===== src/rtl/ttc_sync_ctrl_if.sv =====
// ttc_sync_ctrl_if: TTC strobe, configuration and status bundle for the sync controller
interface ttc_sync_ctrl_if #(parameter int MXBXN = 12);
  logic             ttc_bx0_in;
  logic             ttc_resync_in;
  logic             sw_resync_req;
  logic             auto_resync_en;
  logic [MXBXN-1:0] bxn_offset_cfg;
  logic             bxn_sync_err;
  logic             cnt_reset;
  logic             ttc_resync;
  logic             ttc_bx0;
  logic [MXBXN-1:0] bxn_offset;
  logic [2:0]       state;
  logic             locked;
  logic [31:0]      bx0_cnt;
  logic [15:0]      err_cnt;
  logic [1:0]       retry_cnt;
  modport master (
    output ttc_bx0_in, ttc_resync_in, sw_resync_req, auto_resync_en, bxn_offset_cfg, bxn_sync_err, cnt_reset,
    input  ttc_resync, ttc_bx0, bxn_offset, state, locked, bx0_cnt, err_cnt, retry_cnt
  );
  modport slave (
    input  ttc_bx0_in, ttc_resync_in, sw_resync_req, auto_resync_en, bxn_offset_cfg, bxn_sync_err, cnt_reset,
    output ttc_resync, ttc_bx0, bxn_offset, state, locked, bx0_cnt, err_cnt, retry_cnt
  );
endinterface


===== src/rtl/ttc_sync_ctrl.sv =====
// ttc_sync_ctrl: TTC resync/bx0 lock controller with automatic retry and statistics
module ttc_sync_ctrl #(
  parameter int               MXBXN     = 12,
  parameter logic [MXBXN-1:0] LHC_CYCLE = 12'd3564,
  parameter int               LOCK_BX0S = 4,
  parameter int               MAX_RETRY = 3
) (
  input logic            clock,
  input logic            reset,
  ttc_sync_ctrl_if.slave bus
);
  typedef enum logic [2:0] {
    IDLE     = 3'd0,
    RESYNC   = 3'd1,
    WAIT_BX0 = 3'd2,
    CHECK    = 3'd3,
    LOCKED   = 3'd4,
    ERROR    = 3'd5
  } state_t;
  localparam int TMO = 2 * int'(LHC_CYCLE) - 1;
  localparam int GW = $clog2(LOCK_BX0S + 1);
  localparam logic [MXBXN-1:0] OFF_MAX = MXBXN'(int'(LHC_CYCLE) - 1);
  state_t           state_q, state_d;
  logic [GW-1:0]    good_q, good_d;
  logic [1:0]       retry_q, retry_d;
  logic [1:0]       chk_q;
  logic [12:0]      timer_q;
  logic             ttc_bx0_q, ttc_resync_q, locked_q;
  logic [MXBXN-1:0] offset_q;
  logic [31:0]      bx0_cnt_q;
  logic [15:0]      err_cnt_q;
  logic             rs, active, strobe, timeout, fault, err_inc;
  assign rs      = bus.ttc_resync_in | bus.sw_resync_req;
  assign active  = state_q inside {WAIT_BX0, CHECK, LOCKED};
  assign strobe  = chk_q[1];
  assign timeout = active && !bus.ttc_bx0_in && timer_q == 13'(TMO - 1);
  assign fault   = timeout || (strobe && bus.bxn_sync_err && state_q inside {CHECK, LOCKED});
  // a resync request swallows a coincident fault so it is never counted
  assign err_inc = fault && !rs && err_cnt_q != '1;
  always_comb begin
    state_d = state_q;
    retry_d = retry_q;
    good_d  = (state_q == RESYNC) ? '0 : good_q;
    if (rs) begin
      state_d = RESYNC;
      retry_d = '0;
    end else if (fault) begin
      if (bus.auto_resync_en && int'(retry_q) < MAX_RETRY) begin
        state_d = RESYNC;
        retry_d = retry_q + 2'd1;
      end else begin
        state_d = ERROR;
      end
    end else begin
      case (state_q)
        RESYNC:   state_d = WAIT_BX0;
        WAIT_BX0: state_d = bus.ttc_bx0_in ? CHECK : WAIT_BX0;
        CHECK: if (strobe) begin
          good_d  = good_q + GW'(1);
          state_d = (good_q == GW'(LOCK_BX0S - 1)) ? LOCKED : CHECK;
        end
        default: ;
      endcase
    end
  end
  always_ff @(posedge clock) begin
    if (reset) begin
      state_q      <= IDLE;
      good_q       <= '0;
      retry_q      <= '0;
      chk_q        <= '0;
      timer_q      <= '0;
      ttc_bx0_q    <= 1'b0;
      ttc_resync_q <= 1'b0;
      locked_q     <= 1'b0;
      offset_q     <= '0;
      bx0_cnt_q    <= '0;
      err_cnt_q    <= '0;
    end else begin
      state_q      <= state_d;
      good_q       <= good_d;
      retry_q      <= retry_d;
      chk_q        <= {chk_q[0], bus.ttc_bx0_in};
      timer_q      <= (active && !bus.ttc_bx0_in) ? timer_q + 13'd1 : '0;
      ttc_bx0_q    <= bus.ttc_bx0_in;
      ttc_resync_q <= state_q == RESYNC;
      locked_q     <= state_d == LOCKED;
      if (state_q == RESYNC) offset_q <= (bus.bxn_offset_cfg > OFF_MAX) ? OFF_MAX : bus.bxn_offset_cfg;
      bx0_cnt_q    <= bus.cnt_reset ? '0 : bx0_cnt_q + 32'(bus.ttc_bx0_in);
      err_cnt_q    <= bus.cnt_reset ? '0 : err_cnt_q + 16'(err_inc);
    end
  end
  assign bus.ttc_bx0    = ttc_bx0_q;
  assign bus.ttc_resync = ttc_resync_q;
  assign bus.bxn_offset = offset_q;
  assign bus.state      = state_q;
  assign bus.locked     = locked_q;
  assign bus.bx0_cnt    = bx0_cnt_q;
  assign bus.err_cnt    = err_cnt_q;
  assign bus.retry_cnt  = retry_q;
endmodule

===== src/flat_wrapper.sv =====
// flat-port wrapper written by rule: the top's interface ports become plain ports
module ttc_sync_ctrl_flat 
#(
  parameter int               MXBXN     = 12,
  parameter logic [MXBXN-1:0] LHC_CYCLE = 12'd3564,
  parameter int               LOCK_BX0S = 4,
  parameter int               MAX_RETRY = 3
)
  (clock, reset, bus_ttc_bx0_in, bus_ttc_resync_in, bus_sw_resync_req, bus_auto_resync_en, bus_bxn_offset_cfg, bus_bxn_sync_err, bus_cnt_reset, bus_ttc_resync, bus_ttc_bx0, bus_bxn_offset, bus_state, bus_locked, bus_bx0_cnt, bus_err_cnt, bus_retry_cnt);
  ttc_sync_ctrl_if #(.MXBXN(MXBXN)) bus_i ();
  input logic clock;
  input logic reset;
  input wire logic [$bits(bus_i.ttc_bx0_in)-1:0] bus_ttc_bx0_in;
  input wire logic [$bits(bus_i.ttc_resync_in)-1:0] bus_ttc_resync_in;
  input wire logic [$bits(bus_i.sw_resync_req)-1:0] bus_sw_resync_req;
  input wire logic [$bits(bus_i.auto_resync_en)-1:0] bus_auto_resync_en;
  input wire logic [$bits(bus_i.bxn_offset_cfg)-1:0] bus_bxn_offset_cfg;
  input wire logic [$bits(bus_i.bxn_sync_err)-1:0] bus_bxn_sync_err;
  input wire logic [$bits(bus_i.cnt_reset)-1:0] bus_cnt_reset;
  output wire logic [$bits(bus_i.ttc_resync)-1:0] bus_ttc_resync;
  output wire logic [$bits(bus_i.ttc_bx0)-1:0] bus_ttc_bx0;
  output wire logic [$bits(bus_i.bxn_offset)-1:0] bus_bxn_offset;
  output wire logic [$bits(bus_i.state)-1:0] bus_state;
  output wire logic [$bits(bus_i.locked)-1:0] bus_locked;
  output wire logic [$bits(bus_i.bx0_cnt)-1:0] bus_bx0_cnt;
  output wire logic [$bits(bus_i.err_cnt)-1:0] bus_err_cnt;
  output wire logic [$bits(bus_i.retry_cnt)-1:0] bus_retry_cnt;
  assign bus_i.ttc_bx0_in = bus_ttc_bx0_in;
  assign bus_i.ttc_resync_in = bus_ttc_resync_in;
  assign bus_i.sw_resync_req = bus_sw_resync_req;
  assign bus_i.auto_resync_en = bus_auto_resync_en;
  assign bus_i.bxn_offset_cfg = bus_bxn_offset_cfg;
  assign bus_i.bxn_sync_err = bus_bxn_sync_err;
  assign bus_i.cnt_reset = bus_cnt_reset;
  assign bus_ttc_resync = bus_i.ttc_resync;
  assign bus_ttc_bx0 = bus_i.ttc_bx0;
  assign bus_bxn_offset = bus_i.bxn_offset;
  assign bus_state = bus_i.state;
  assign bus_locked = bus_i.locked;
  assign bus_bx0_cnt = bus_i.bx0_cnt;
  assign bus_err_cnt = bus_i.err_cnt;
  assign bus_retry_cnt = bus_i.retry_cnt;
  ttc_sync_ctrl #(.MXBXN(MXBXN), .LHC_CYCLE(LHC_CYCLE), .LOCK_BX0S(LOCK_BX0S), .MAX_RETRY(MAX_RETRY)) u_core (.clock(clock), .reset(reset), .bus(bus_i));
endmodule

===== config.mk =====
export PLATFORM = sky130hd
export DESIGN_NAME = ttc_sync_ctrl_flat
export DESIGN_NICKNAME = d
export VERILOG_FILES = /design/src/rtl/ttc_sync_ctrl_if.sv /design/src/rtl/ttc_sync_ctrl.sv /design/src/flat_wrapper.sv
export SDC_FILE = /design/constraint.sdc
export NUM_CORES = 1
export LEC_CHECK = 0
export ABC_AREA = 1
export BUFFER_PORTS_ARGS = -buffer_cell sky130_fd_sc_hd__buf_2
export CORE_MARGIN = 1
export CORE_UTILIZATION = 40
export DETAILED_ROUTE_END_ITERATION = 10
export PLACE_DENSITY_LB_ADDON = 0.15
export SYNTH_ARGS = -nofsm -noshare
export SYNTH_HDL_FRONTEND = slang
export SYNTH_SLANG_ARGS = --single-unit

===== constraint.sdc =====
create_clock -name clock -period 6.4 [get_ports clock]
set_input_delay 0.64 -clock clock [delete_from_list [all_inputs] [get_ports clock]]
set_output_delay 0.64 -clock clock [all_outputs]
set_load 0.02 [all_outputs]

# Word level (Yosys, flattened, before mapping)
# Index checks and enable logic that the tools add are counted.
[word_totals]
output_inout_bits = 68
word_cells = 57
ff_bits = 86
[op_classes]
n_eq_ne = 8
n_addsub = 5
bitwise = 2
n_reduce_logical = 16
muxes = 13
order_cmp = 2
[op_table]
columns = ["op", "n"]
rows = [
  ["$add A32 B1 Y32", 1],
  ["$mux W3", 10],
  ["$add A16 B1 Y16", 1],
  ["$ne A16 B16 Y1 const B", 1],
  ["$add A13 B1 Y13 const B", 1],
  ["$eq A13 B13 Y1 const B", 1],
  ["$gt A12 B12 Y1 const B", 1],
  ["$mux W12", 1],
  ["$eq A3 B2 Y1 const B", 3],
  ["$pmux W3 S3", 1],
  ["$logic_and A1 B1 Y1", 7],
  ["$eq A3 B3 Y1 const B", 2],
  ["$reduce_or A2 Y1", 3],
  ["$add A3 B1 Y3 const B", 1],
  ["$eq A3 B1 Y1 const B", 1],
  ["$reduce_bool A3 Y1", 1],
  ["$add A2 B1 Y2 const B", 1],
  ["$logic_not A1 Y1", 2],
  ["$lt A2 B2 Y1 const B", 1],
  ["$reduce_and A2 Y1", 1],
  ["$reduce_bool A2 Y1", 1],
  ["$logic_or A1 B1 Y1", 1],
  ["$mux W1", 1],
  ["$not A1 Y1", 1],
  ["$or A1 B1 Y1", 1],
]

# Longest topological paths before layout
# Gate-level depths: netlist of run 1.
[logic_depth]
ltp_word = 8
depth_mapped = 17
mapped_depth_nobuf = 17

# Worst setup path after synthesis of run 1
# OpenSTA, ideal clock, no wires.
[synth_path]
path_type = "reg-to-reg"
from = "register u_core.state_q[1] (netlist: u_core.bus.state[1])"
to = "register u_core.err_cnt_q[12] (netlist: u_core.bus.err_cnt[12])"
stages_incl_launch_ff = 16
setup_ns = 0.119
path_slack_ns = 4.137
arrival_time_ns = 2.143
required_time_ns = 6.281
synth_period_minus_slack_ns = 2.263
path_cell_list = "dfxtp_1 -> nand2_1 -> clkinv_1 -> nand2_4 -> a21oi_4 -> nor2_1 -> nor2_1 -> ha_1 -> ha_1 -> nand2_1 -> nor2_2 -> inv_1 -> nor2_2 -> nand3_1 -> o21ai_0 -> a21oi_1"
[synth_between]
elab_chain_cells = 8
elab_cells_between_ends = 12
[synth_lines]
columns = ["element", "line", "text"]
rows = [
  ["start: declaration", "ttc_sync_ctrl.sv:23", "state_t state_q, state_d;"],
  ["start signal: assignment", "ttc_sync_ctrl.sv:80", "state_q <= state_d;"],
  ["$eq A3 B2 Y1, or another cell as far along", "ttc_sync_ctrl.sv:34", "assign active = state_q inside {WAIT_BX0, CHECK, LOCKED};"],
  ["$reduce_bool A3 Y1", "ttc_sync_ctrl.sv:34", ""],
  ["$logic_and A1 B1 Y1 (2 in series)", "ttc_sync_ctrl.sv:36", "assign timeout = active && !bus.ttc_bx0_in && timer_q == 13'(TMO - 1);"],
  ["$logic_or A1 B1 Y1 *", "ttc_sync_ctrl.sv:37", "assign fault = timeout || (strobe && bus.bxn_sync_err && state_q inside {CHECK, LOCKED});"],
  ["$logic_and A1 B1 Y1 * (2 in series)", "ttc_sync_ctrl.sv:39", "assign err_inc = fault && !rs && err_cnt_q != '1;"],
  ["$add A16 B1 Y16 *", "ttc_sync_ctrl.sv:90", "err_cnt_q <= bus.cnt_reset ? '0 : err_cnt_q + 16'(err_inc);"],
  ["end signal: assignment", "ttc_sync_ctrl.sv:90", ""],
  ["end: declaration", "ttc_sync_ctrl.sv:31", "logic [15:0] err_cnt_q;"],
]
# Mark *: on every way between the ends. The rest lies on a longest branch, timed or not.
# A chain may end at the register's enable or synchronous reset.

# Final worst setup path of run 1
[layout_path]
from = "register u_core.timer_q[0]"
to = "register u_core.err_cnt_q[12] (netlist: u_core.bus.err_cnt[12])"
[layout_between]
elab_chain_cells = 6
[layout_lines]
columns = ["element", "line", "text"]
rows = [
  ["start: declaration", "ttc_sync_ctrl.sv:27", "logic [12:0] timer_q;"],
  ["start signal: assignment", "ttc_sync_ctrl.sv:84", "timer_q <= (active && !bus.ttc_bx0_in) ? timer_q + 13'd1 : '0;"],
  ["$eq A13 B13 Y1", "ttc_sync_ctrl.sv:36", ""],
  ["$logic_and A1 B1 Y1", "ttc_sync_ctrl.sv:36", ""],
  ["$logic_or A1 B1 Y1", "ttc_sync_ctrl.sv:37", ""],
  ["$logic_and A1 B1 Y1 (2 in series)", "ttc_sync_ctrl.sv:39", ""],
  ["$add A16 B1 Y16", "ttc_sync_ctrl.sv:90", ""],
]
# Every way passes these cells.

==> metrics.txt, run 1 <==
placed cell count=794; P&R area growth vs syn=18.3%; clk slew on worst S/H paths=0.09 ns; RSZ-0062 raised after global routing=no; Final Util=49.7%; Pint=748 uW; Final period util=37.8%; hold_buf cts=0; worst path required time=6.64 ns; clock network fraction of total power=39.3%; clk_lat worst skew=0.35 ns; fin cells=810; Cell Area, Synth=0.00418 sq mm; DIE HEIGHT=104 um; worst IR drop on VDD=0.103 mV; final critical-path required period=2.42 ns; IO Port Bufs=87; pwr/cell area=200 mW/mm^2; Comb pwr share=5.9%; Synth Area in Adders=2.69%; Max Root-Sink Buffers=2; dpl ws=3.82 ns; Starting Density=42.0%; wire length per cell=12.0 um; final setup TNS=0 ns; Reg2Reg Depth=17; HP Start=u_core.chk_q[0]; Ports=88; most frequent cells in the layout=nand2_1, nor2_1, buf_2; core area=0.00995 sq mm; Avg Cell Area, Syn=7.19 sq um; Final HPWL DP=7370 um; multi-input logic area=0.00215 sq mm; initial antenna violation count=0; Slew @ Worst Pin=0.820 ns; share of cells above drive strength 1=23.5%; Pins Over Slew Limit=0; final WL=9710 um; post-synthesis sequential area ratio=40.7%; grt ovf=0; CP Data Arrival Time=2.66 ns; CP endpoint kind=flop; max_slew headroom=45.3%; Post-synth top flop=dfxtp_1; postcts setup bufs=0; DRC Markers=0; Synth async-reset ratio=0%; Synth Warn #=0; pin count of the biggest net entering global routing=26; vias in the first global route=3612; Final WS setup=3.98 ns; CTS Buf Count=9; worst reg2reg startpoint=u_core.timer_q[0]; WHS Endpoint=u_core.chk_q[1]; final hold viol count=0; switching power=240 uW; Critical R2R Capture=u_core.bus.err_cnt[12]; EDFF count, synth=0; CTS tree=yes; critical path launch point type=flop; sw frac=24.3%; critical path class=flop to flop; Antenna Nets Post-Route=0; combinational family with the most area after synthesis=simple AND/OR/NAND/NOR gates; xor/xnor share of the synthesized area=1.47%; first-pass GRT wire length=16000 um; flops & latches, synth=85; root buffer cell=clkbuf_8; max-cap violations=0; Distinct cells, synth=42; simple-gate area share of the yosys netlist=35.2%; status=finished, final reports clean; post-synthesis compound-gate area fraction=12.2%; Synth Net Count=610; commonest non-fill, non-tap cell in the layout=nand2_1; Worst Skew=0.00720 ns; clock sink count=85; Leak Pwr=1.99 nW; Post-Synthesis Cells=581; Rows=36; worst hold path depth=2; Die X=104 um; via count=3937; Worst Hold Class=flop to flop; total die area=0.0109 sq mm; part of the power in registers=54.8%; PostCTS Resize Cnt=0; Achievable Freq=0.413 GHz; H-tree lvl count=3; # nets final=701; DRT iter0 DRCs=104; Finish-stage setup viols=0; DR vias/cell=4.86; post-synthesis mux area share=0%; storage element area=0.00170 sq mm; n_diodes=0; first drt pass iteration count=4; Fillers=1029; FF-to-FF setup slack=3.98 ns; crit path max fanout=4; Total GRT Usage=18.0%; RD Place Congestion=0.812
==> cells in the mapped netlist (3+ instances only) <==
master | count | area (sq um)
a21oi_1 | 48 | 240
a31oi_1 | 4 | 25.0
buf_2 | 4 | 20.0
dfxtp_1 | 85 | 1700
ha_1 | 9 | 113
inv_1 | 68 | 255
inv_2 | 6 | 22.5
nand2_1 | 118 | 443
nand2_2 | 10 | 62.6
nand2_4 | 4 | 45.0
nand3_1 | 18 | 90.1
nand3_2 | 3 | 30.0
nand3b_1 | 6 | 45.0
nand4_1 | 11 | 68.8
nor2_1 | 87 | 327
nor2_2 | 14 | 87.6
nor2_4 | 5 | 56.3
nor3_1 | 12 | 60.1
nor3_2 | 5 | 50.1
o21ai_0 | 31 | 155
xnor2_1 | 3 | 26.3
xor2_1 | 4 | 35.0
==> worst max-delay path, stage by stage, from the launching register on <==
cell and delay, ns:
dfxtp_1 0.34, inv_1 0.06, ha_1 0.14, nand2_1 0.05
nor2_1 0.13, nand3_1 0.09, nor2_1 0.10, nor2_1 0.10
nor2_1 0.12, ha_1 0.22, ha_1 0.20, nand2_1 0.10
nor2_2 0.16, inv_1 0.07, nor2_2 0.12, nand3_1 0.09
o21ai_0 0.16, a21oi_1 0.06
==> per-stage QoR <==
| step | power, mW | hold slack [ns] | instance area [sq um] |
|---|---|---|---|
| 2_1_floorplan | 0.590 | 0.430 | 4180 |
| 3_3_place_gp | 0.611 | 0.414 | 4750 |
| 3_5_place_dp | 0.612 | 0.418 | 4750 |
| 4_1_cts | 1.00 | 0.430 | 4950 |
| 5_1_grt | 1.03 | 0.462 | 4950 |
| 6_report | 0.988 | 0.428 | 4950 |
==> metal layers <==
metal / track usage, % / wire length [um]
met4: 6.43 / 78
met2: 29.3 / 4450
met5: 0 / 0
met3: 3.76 / 527
met1: 23.5 / 4650
==> how the worst max path moves through the flow <==
stage	from	end	depth (start not counted)
2_1_floorplan	u_core.bus.state[1]	u_core.bus.err_cnt[12]	15
3_3_place_gp	bus_sw_resync_req	u_core.bus.err_cnt[12]	13
3_5_place_dp	bus_sw_resync_req	u_core.bus.err_cnt[12]	13
4_1_cts	u_core.timer_q[0]	u_core.bus.err_cnt[12]	17
5_1_grt	u_core.timer_q[0]	u_core.bus.err_cnt[12]	17
6_report	u_core.timer_q[0]	u_core.bus.err_cnt[12]	17
==> cell type report <==
class	instances	area share, %
multi-input cells	413	43.6
flip-flops and latches	85	34.4
repair buffers	88	8.95
inverters	75	5.69
well taps	133	3.36
clock buffers	11	2.86
clock inverters	5	1.19
==> power by group through the flow <==
stage / Combinational, mW / Clock (mW) / Sequential [mW]
after floorplan: 0.0264 / 0 / 0.564
after global placement: 0.0577 / 0 / 0.554
after detailed placement: 0.0584 / 0 / 0.554
after CTS: 0.0586 / 0.401 / 0.541
after global routing: 0.0653 / 0.418 / 0.543
final: 0.0579 / 0.388 / 0.541
==> cell families (layout without fill, tap and decap cells) <==
logic type                 count (synthesis)  in the layout
AOI/OAI and AO/OA                         93             93
xor gates and xnor gates                   7              7
adders and majority gates                  9              9
buffers and inverters                     83            179
DFF                                       85             85
and+or+nand+nor                          304            304
==> registers in the layout (all words and copies together), names as in the netlist <==
name	count
u_core.bus.bx0_cnt	32
u_core.bus.bxn_offset	12
u_core.bus.err_cnt	16
u_core.bus.locked	1
u_core.bus.retry_cnt	2
u_core.bus.state	3
u_core.bus.ttc_resync	1
u_core.chk_q	2
u_core.good_q	3
u_core.timer_q	13
Power figures use the tool's default switching activity.
==> run 2: changes to the inputs <==
Settings changed: ABC_AREA 1 to 0.
Clock period 6.4 ns to 2.3 ns, I/O delays scaled along.
==> run 2 against run 1 <==
  * The run now ends with negative setup slack left
  * Non-clock buffer count rose by 43
  * First-iteration DRC count fell by 9.6%
  * Sequential power rose to 2.8 times the previous value
  * Hold slack got worse by 0.32 ns
  * Core utilization rose by 4.6 points
  * Routed wire length fell by 2.3%
  * Clock power rose to 2.9 times the previous value
  * Maximum frequency rose by 4.9%
  * Global-route usage rose by 1.0 points
  * Register-to-register slack got worse by 4.0 ns
  * Total power rose to 2.8 times the previous value
  * Clock skew rose by 0.0070 ns
  * Critical path type unchanged
==> metrics.txt, run 2 <==
status=complete, but fails checks; violated checks=negative setup slack; synth cell count leaders=dfxtp_1, nor2_1, nand2_1; post-synthesis mux area share=1.87% (+1.9 points); Synth Net Count=473 (-22%); DRT iter0 DRCs=94 (-9.6%); vias in the first global route=3293 (-8.8%); Cell Area, Synth=0.00387 sq mm (-7.4%); max_slew headroom=55.8% (+11 points); Worst Skew=0.0142 ns (+0.00696 ns); hold_buf cts=0 (unchanged); IO Port Bufs=87 (unchanged); CTS tree=yes; Synth async-reset ratio=0% (unchanged); Pins Over Slew Limit=0 (unchanged); commonest non-fill, non-tap cell in the layout=buf_2; dpl ws=-0.0899 ns (-3.91 ns); Final HPWL DP=6990 um (-5.1%); n_diodes=0 (unchanged); Total GRT Usage=19.0% (+1.0 points); DR vias/cell=5.16 (+6.2%); clk slew on worst S/H paths=0.08 ns (about the same); post-synthesis compound-gate area fraction=11.1% (-1.1 points); final WL=9480 um (-2.3%); pwr/cell area=552 mW/mm^2 (+180%); DRC Markers=0 (unchanged); post-synthesis sequential area ratio=43.9% (+3.2 points); Achievable Freq=0.433 GHz (+4.9%); root buffer cell=clkbuf_8; Final Util=54.3% (+4.6 points); Antenna Nets Post-Route=0 (unchanged); Final period util=100% (+62 points); worst hold path depth=2 (unchanged); # nets final=599 (-15%); final critical-path required period=2.31 ns (-0.114 ns); placed cell count=681 (-14%); Slew @ Worst Pin=0.660 ns (-0.160 ns); xor/xnor share of the synthesized area=7.46% (+6.0 points); RD Place Congestion=0.816 (+0.48%); post-synth top area cell=dfxtp_1; initial antenna violation count=0 (unchanged); Worst Hold Class=primary input to flop; max FFs per register=32 (unchanged); CP endpoint kind=flop; EDFF count, synth=0 (unchanged); DIE HEIGHT=100 um (-3.7%); clock sink count=85 (unchanged); Synth Warn #=0 (unchanged); critical path class=flop to flop; ranking of synthesized cells by area=dfxtp_1, nor2_1, xor2_1; Rows=35 (-2.8%); via count=3624 (-8.0%); worst path required time=2.59 ns (-4.05 ns); Post-synth top flop=dfxtp_1; Post-Synthesis Cells=444 (-24%); Max Root-Sink Buffers=2 (unchanged); RSZ-0062 raised after global routing=yes; combinational family with the most area after synthesis=simple AND/OR/NAND/NOR gates; most common cell in the netlist=dfxtp_1; Starting Density=41.5% (-0.48 points); final setup TNS=-0.00707 ns (-0.00707 ns); CP Data Arrival Time=2.60 ns (-0.06 ns); post-layout power=2.80 mW (+180%); CTS Buf Count=9 (unchanged); Hold WS=0.104 ns (-0.324 ns); FF-to-FF setup slack=-0.007 ns (-3.99 ns); worst IR drop on VDD=0.346 mV (+240%); Avg Cell Area, Syn=8.72 sq um (+21%); share of cells above drive strength 1=30.7% (+7.2 points); Die X=100 um (-3.7%); Leak Pwr=2.11 nW (+6.0%); H-tree lvl count=3 (unchanged); critical path launch point type=flop; flops & latches, synth=85 (unchanged); worst reg2reg startpoint=u_core.timer_q[0]; fin cells=702 (-13%); Synth Area in Adders=2.91% (+0.21 points); CP Launch Point=u_core.timer_q[0]; total die area=0.0101 sq mm (-7.2%); Final WS setup=-0.00707 ns (-3.99 ns); Critical R2R Capture=u_core.bus.err_cnt[15]; clk_lat worst skew=0.35 ns (about the same); wire length per cell=13.5 um (+13%); top cell type's share of synthesized area=43.9% (+3.2 points); crit path max fanout=3 (-1); design area=0.00507 sq mm (+2.5%); Finish-stage setup viols=1 (+1); most frequent cells in the layout=buf_2, dfxtp_1, nor2_1; Reg2Reg Depth=11 (-6); final hold viol count=0 (unchanged); first drt pass iteration count=5 (+1); simple-gate area share of the yosys netlist=29.7% (-5.5 points); max-cap violations=0 (unchanged); CP Capture Point=u_core.bus.err_cnt[15]; Placed Area=0.00472 sq mm (-0.58%); pin count of the biggest net entering global routing=25 (-3.8%); first-pass GRT wire length=15300 um (-4.6%); Distinct cells, synth=49 (+17%); grt ovf=0 (unchanged); core area=0.00933 sq mm (-6.3%); P&R area growth vs syn=30.9%; Ports=88 (unchanged)
run 2: cell types whose count changed in the layout (fill, tap and decap cells not counted), moves of 14 or more:
| cell | before | now |
|---|---|---|
| nor2_2 | 14 | 0 |
| nor2_1 | 87 | 58 |
| xor2_1 | 4 | 22 |
| o21ai_0 | 31 | 9 |
| a21oi_1 | 48 | 23 |
| nand2_1 | 118 | 27 |
| buf_4 | 1 | 44 |
| inv_1 | 68 | 12 |
run 2: timing repair:
action                     4_1_cts  5_1_grt
setup buffers                    3        4
setup endpoints to repair        3       13
resized for setup                5       14
pin swaps                        1        4
run 2: worst min-delay path by stage:
stage	from	slack (ns)	endpoint
finish	bus_bxn_offset_cfg[3]	0.10	u_core.bus.bxn_offset[3]
global route	bus_bxn_offset_cfg[0]	0.09	u_core.bus.bxn_offset[0]
CTS	bus_bxn_offset_cfg[3]	0.09	u_core.bus.bxn_offset[3]
detailed placement	u_core.bus.bxn_offset[9]	0.45	u_core.bus.bxn_offset[9]
global placement	u_core.bus.bxn_offset[4]	0.44	u_core.bus.bxn_offset[4]
floorplan	bus_bxn_offset_cfg[0]	0.35	u_core.bus.bxn_offset[0]
run 2: worst max-delay path, cell delays in order, from the launching register on:
cell     delay [ns]
dfxtp_2        0.32
inv_1          0.05
ha_1           0.13
and4b_1        0.21
and3_4         0.20
a21oi_2        0.07
nor4_2         0.14
ha_2           0.24
nand2_2        0.07
or3_4          0.34
or4_1          0.40
nand2_1        0.07
run 2: kinds of logic after synthesis:
logic type / after synthesis
and+or+nand+nor: 214
DFF: 85
AOI/OAI and AO/OA: 67
xor gates and xnor gates: 33
buffers and inverters: 29
adders and majority gates: 9
muxes: 7
run 2: area by class of cell:
class,count,area [sq um]
sequential,85,1710
inverter,13,51.3
timing repair buffer,131,766
multi-input combinational,330,2180
tap,129,161
clock inverter,5,77.6
fill,868,4260
clock buffer,9,124
run 2: where the power goes:
part | leakage (nW) | switching [mW] | internal [mW]
sequential | 0.691 | 0.0124 | 1.49
combinational | 1.32 | 0.109 | 0.0642
clock | 0.101 | 0.523 | 0.596
total | 2.11 | 0.644 | 2.15
run 2: metal layers:
| layer | up-vias | GRT usage, % | share of wire [%] |
|---|---|---|---|
| met5 | - | 0 | 0 |
| met3 | 8 | 4.94 | 5.1 |
| met4 | 0 | 6.47 | 0.86 |
| met2 | 75 | 30.2 | 46 |
| li1 | 1851 | - | - |
| met1 | 1690 | 25.1 | 48 |
==> run 3: changes to the inputs <==
Settings changed: CAP_MARGIN from default to 20, PLACE_DENSITY_LB_ADDON 0.15 to default.
Clock period 2.3 ns to 2 ns, I/O delays scaled along.
==> run 3 against run 2 <==
  * Critical path type unchanged
  * Clock power barely moved
  * First-iteration DRC count rose by 36%
  * Combinational power rose by 21%
  * Critical endpoint unchanged
  * Flip-flop and latch count did not move
  * Global-route usage rose by 1.3 points
  * The run still ends with negative setup slack left
==> metrics.txt, run 3 (same netlist as run 2, synthesis figures left out) <==
Final HPWL DP=7150 um (+2.3%); Total GRT Usage=20.3% (+1.3 points); status=complete, but fails checks; max-cap violations=0 (unchanged); RD Place Congestion=0.839 (+2.8%); Pins Over Slew Limit=0 (unchanged); max FFs per register=32 (unchanged); CTS tree=yes; design area=0.00544 sq mm (+7.4%); switching power=726 uW (+13%); via count=3779 (+4.3%); final critical-path required period=2.31 ns (+0.00121 ns); CP Launch Point=u_core.timer_q[0]; Starting Density=41.5% (unchanged); Achievable Freq=0.433 GHz (about the same); CP bufs+invs=1 (unchanged); Worst Skew=0.00948 ns (-0.00468 ns); Rows=35 (unchanged); crit-path max cell delay=0.40 ns (about the same); H-tree lvl count=3 (unchanged); Final WS setup=-0.308 ns (-0.301 ns); core area=0.00933 sq mm (unchanged); DR vias/cell=5.15 (-0.27%); fin cells=734 (+4.6%); commonest non-fill, non-tap cell in the layout=buf_2; vias in the first global route=3565 (+8.3%); clock sink count=85 (unchanged); Placed Area=0.00506 sq mm (+7.1%); crit path max fanout=2 (-1); Fillers=859 (-1.0%); DRT iter0 DRCs=128 (+36%); critical path class=flop to flop; Finish-stage setup viols=13 (+12); first-pass GRT wire length=16400 um (+7.5%); Final period util=115% (+15 points); P&R area growth vs syn=40.5%; most frequent cells in the layout=buf_2, buf_4, dfxtp_1; worst path required time=2.29 ns (-0.30 ns); FF-to-FF setup slack=-0.31 ns (-0.30 ns); kind of cell adding the most delay to the critical path=simple AND/OR/NAND/NOR gates; Pint=2.35 mW (+9.2%); clk_lat worst skew=0.35 ns (about the same); share of cells above drive strength 1=38.7% (+8.0 points); Antenna Nets Post-Route=0 (unchanged); max_slew headroom=65.5% (+9.7 points); Reg2Reg Depth=11 (unchanged); first drt pass iteration count=4 (-1); n_diodes=0 (unchanged); clk slew on worst S/H paths=0.08 ns (about the same); sw frac=23.6% (+0.58 points); worst reg2reg startpoint=u_core.timer_q[0]; Die X=100 um (unchanged); clock network fraction of total power=37.1% (-2.9 points); IO Port Bufs=87 (unchanged); Slew @ Worst Pin=0.517 ns (-0.143 ns); Comb pwr share=6.8% (+0.6 points); CTS Buf Count=9 (unchanged); DIE HEIGHT=100 um (unchanged); instance count on the critical path=11 (unchanged); CP Data Arrival Time=2.60 ns (about the same); Ports=88 (unchanged); CP endpoint kind=flop; placed cell count=713 (+4.7%); root buffer cell=clkbuf_8; Max Root-Sink Buffers=2 (unchanged); Worst Hold Class=primary input to flop; Critical-path top delay cell=or4_1; pwr/cell area=565 mW/mm^2 (+2.4%); Leak Pwr=2.31 nW (+9.4%); final hold viol count=0 (unchanged); # nets final=629 (+5.0%); cells along the critical path=inv_2 -> ha_1 -> and4b_1 -> and3_4 -> a21oi_4 -> nor4_2 -> ha_2 -> nand2_2 -> or3_4 -> or4_1 -> nand2_1; violated checks=negative setup slack; DRC Markers=0 (unchanged); pin count of the biggest net entering global routing=23 (-8.0%); initial antenna violation count=0 (unchanged); part of the power in registers=56.1% (+2.3 points); RSZ-0062 raised after global routing=yes; wire length per cell=13.6 um (+1.0%); CP Capture Point=u_core.bus.err_cnt[15]; grt ovf=0 (unchanged); worst IR drop on VDD=0.252 mV (-27%); critical path launch point type=flop; final WL=10000 um (+5.6%); Critical R2R Capture=u_core.bus.err_cnt[15]; total die area=0.0101 sq mm (unchanged)
run 3: changes by cell type in the layout (fill, tap and decap cells not counted), moves of 3 or more:
cell / delta
a21oi_1: -5
buf_4: +26
dfxtp_4: +4
dfxtp_2: +6
dfxtp_1: -10
or4_4: +3
a21oi_2: +4
run 3: area by class of cell:
| cell class | instances | area, sq um | area share (%) |
|---|---|---|---|
| clock buffer | 13 | 170 | 3.13 |
| tap | 129 | 161 | 2.97 |
| inverter | 13 | 51.3 | 0.943 |
| timing repair buffer | 160 | 1000 | 18.4 |
| clock inverter | 3 | 17.5 | 0.322 |
| sequential | 85 | 1730 | 31.8 |
| multi-input combinational | 331 | 2310 | 42.4 |
run 3: routing by layer:
metal  routed length, um  track usage (%)  up-vias
li1                    -                -     1916
met1                4820             27.4     1761
met2                4750             33.3       95
met3                 357             2.79        7
met4                  89             7.02        0
met5                   0                0        -
run 3: stage by stage:
step | power [mW] | utilization, % | worst slack, ns | hold WS (ns) | TNS, ns
3_5_place_dp | 1.98 | 54.2 | -0.320 | 0.434 | -1.76
3_3_place_gp | 1.97 | 54.2 | -0.278 | 0.426 | -1.56
4_1_cts | 3.12 | 57.4 | -0.278 | 0.0626 | -2.21
2_1_floorplan | 1.88 | - | -0.273 | 0.324 | -0.495
5_1_grt | 3.22 | 58.3 | -0.444 | 0.0644 | -4.35
6_report | 3.08 | 58.3 | -0.308 | 0.0801 | -2.15
run 3: worst min path at each step:
stage	startpoint	endpoint	slack (ns)	cells past startpoint
2_1_floorplan	bus_bxn_offset_cfg[0]	u_core.bus.bxn_offset[0]	0.32	1
3_3_place_gp	bus_bxn_offset_cfg[3]	u_core.bus.bxn_offset[3]	0.43	2
3_5_place_dp	bus_bxn_offset_cfg[0]	u_core.bus.bxn_offset[0]	0.43	2
4_1_cts	bus_bxn_offset_cfg[0]	u_core.bus.bxn_offset[0]	0.06	2
5_1_grt	bus_bxn_offset_cfg[0]	u_core.bus.bxn_offset[0]	0.06	2
6_report	bus_bxn_offset_cfg[0]	u_core.bus.bxn_offset[0]	0.08	2
run 3: power groups by stage:
stage / Sequential (mW) / Combinational (mW) / Clock [mW]
after detailed placement: 1.77 / 0.208 / 0
after global routing: 1.73 / 0.232 / 1.26
after global placement: 1.77 / 0.205 / 0
after CTS: 1.73 / 0.209 / 1.19
final: 1.73 / 0.209 / 1.14
after floorplan: 1.80 / 0.0833 / 0
run 3: what timing repair did:
| action | in CTS | in global routing |
|---|---|---|
| endpoints found under the setup margin | 11 | 18 |
| buffers inserted | 4 | 2 |
| gates cloned | 0 | 1 |
| gates resized for setup | 14 | 19 |
| hold buffers | 0 | 0 |
| pin swaps | 16 | 21 |
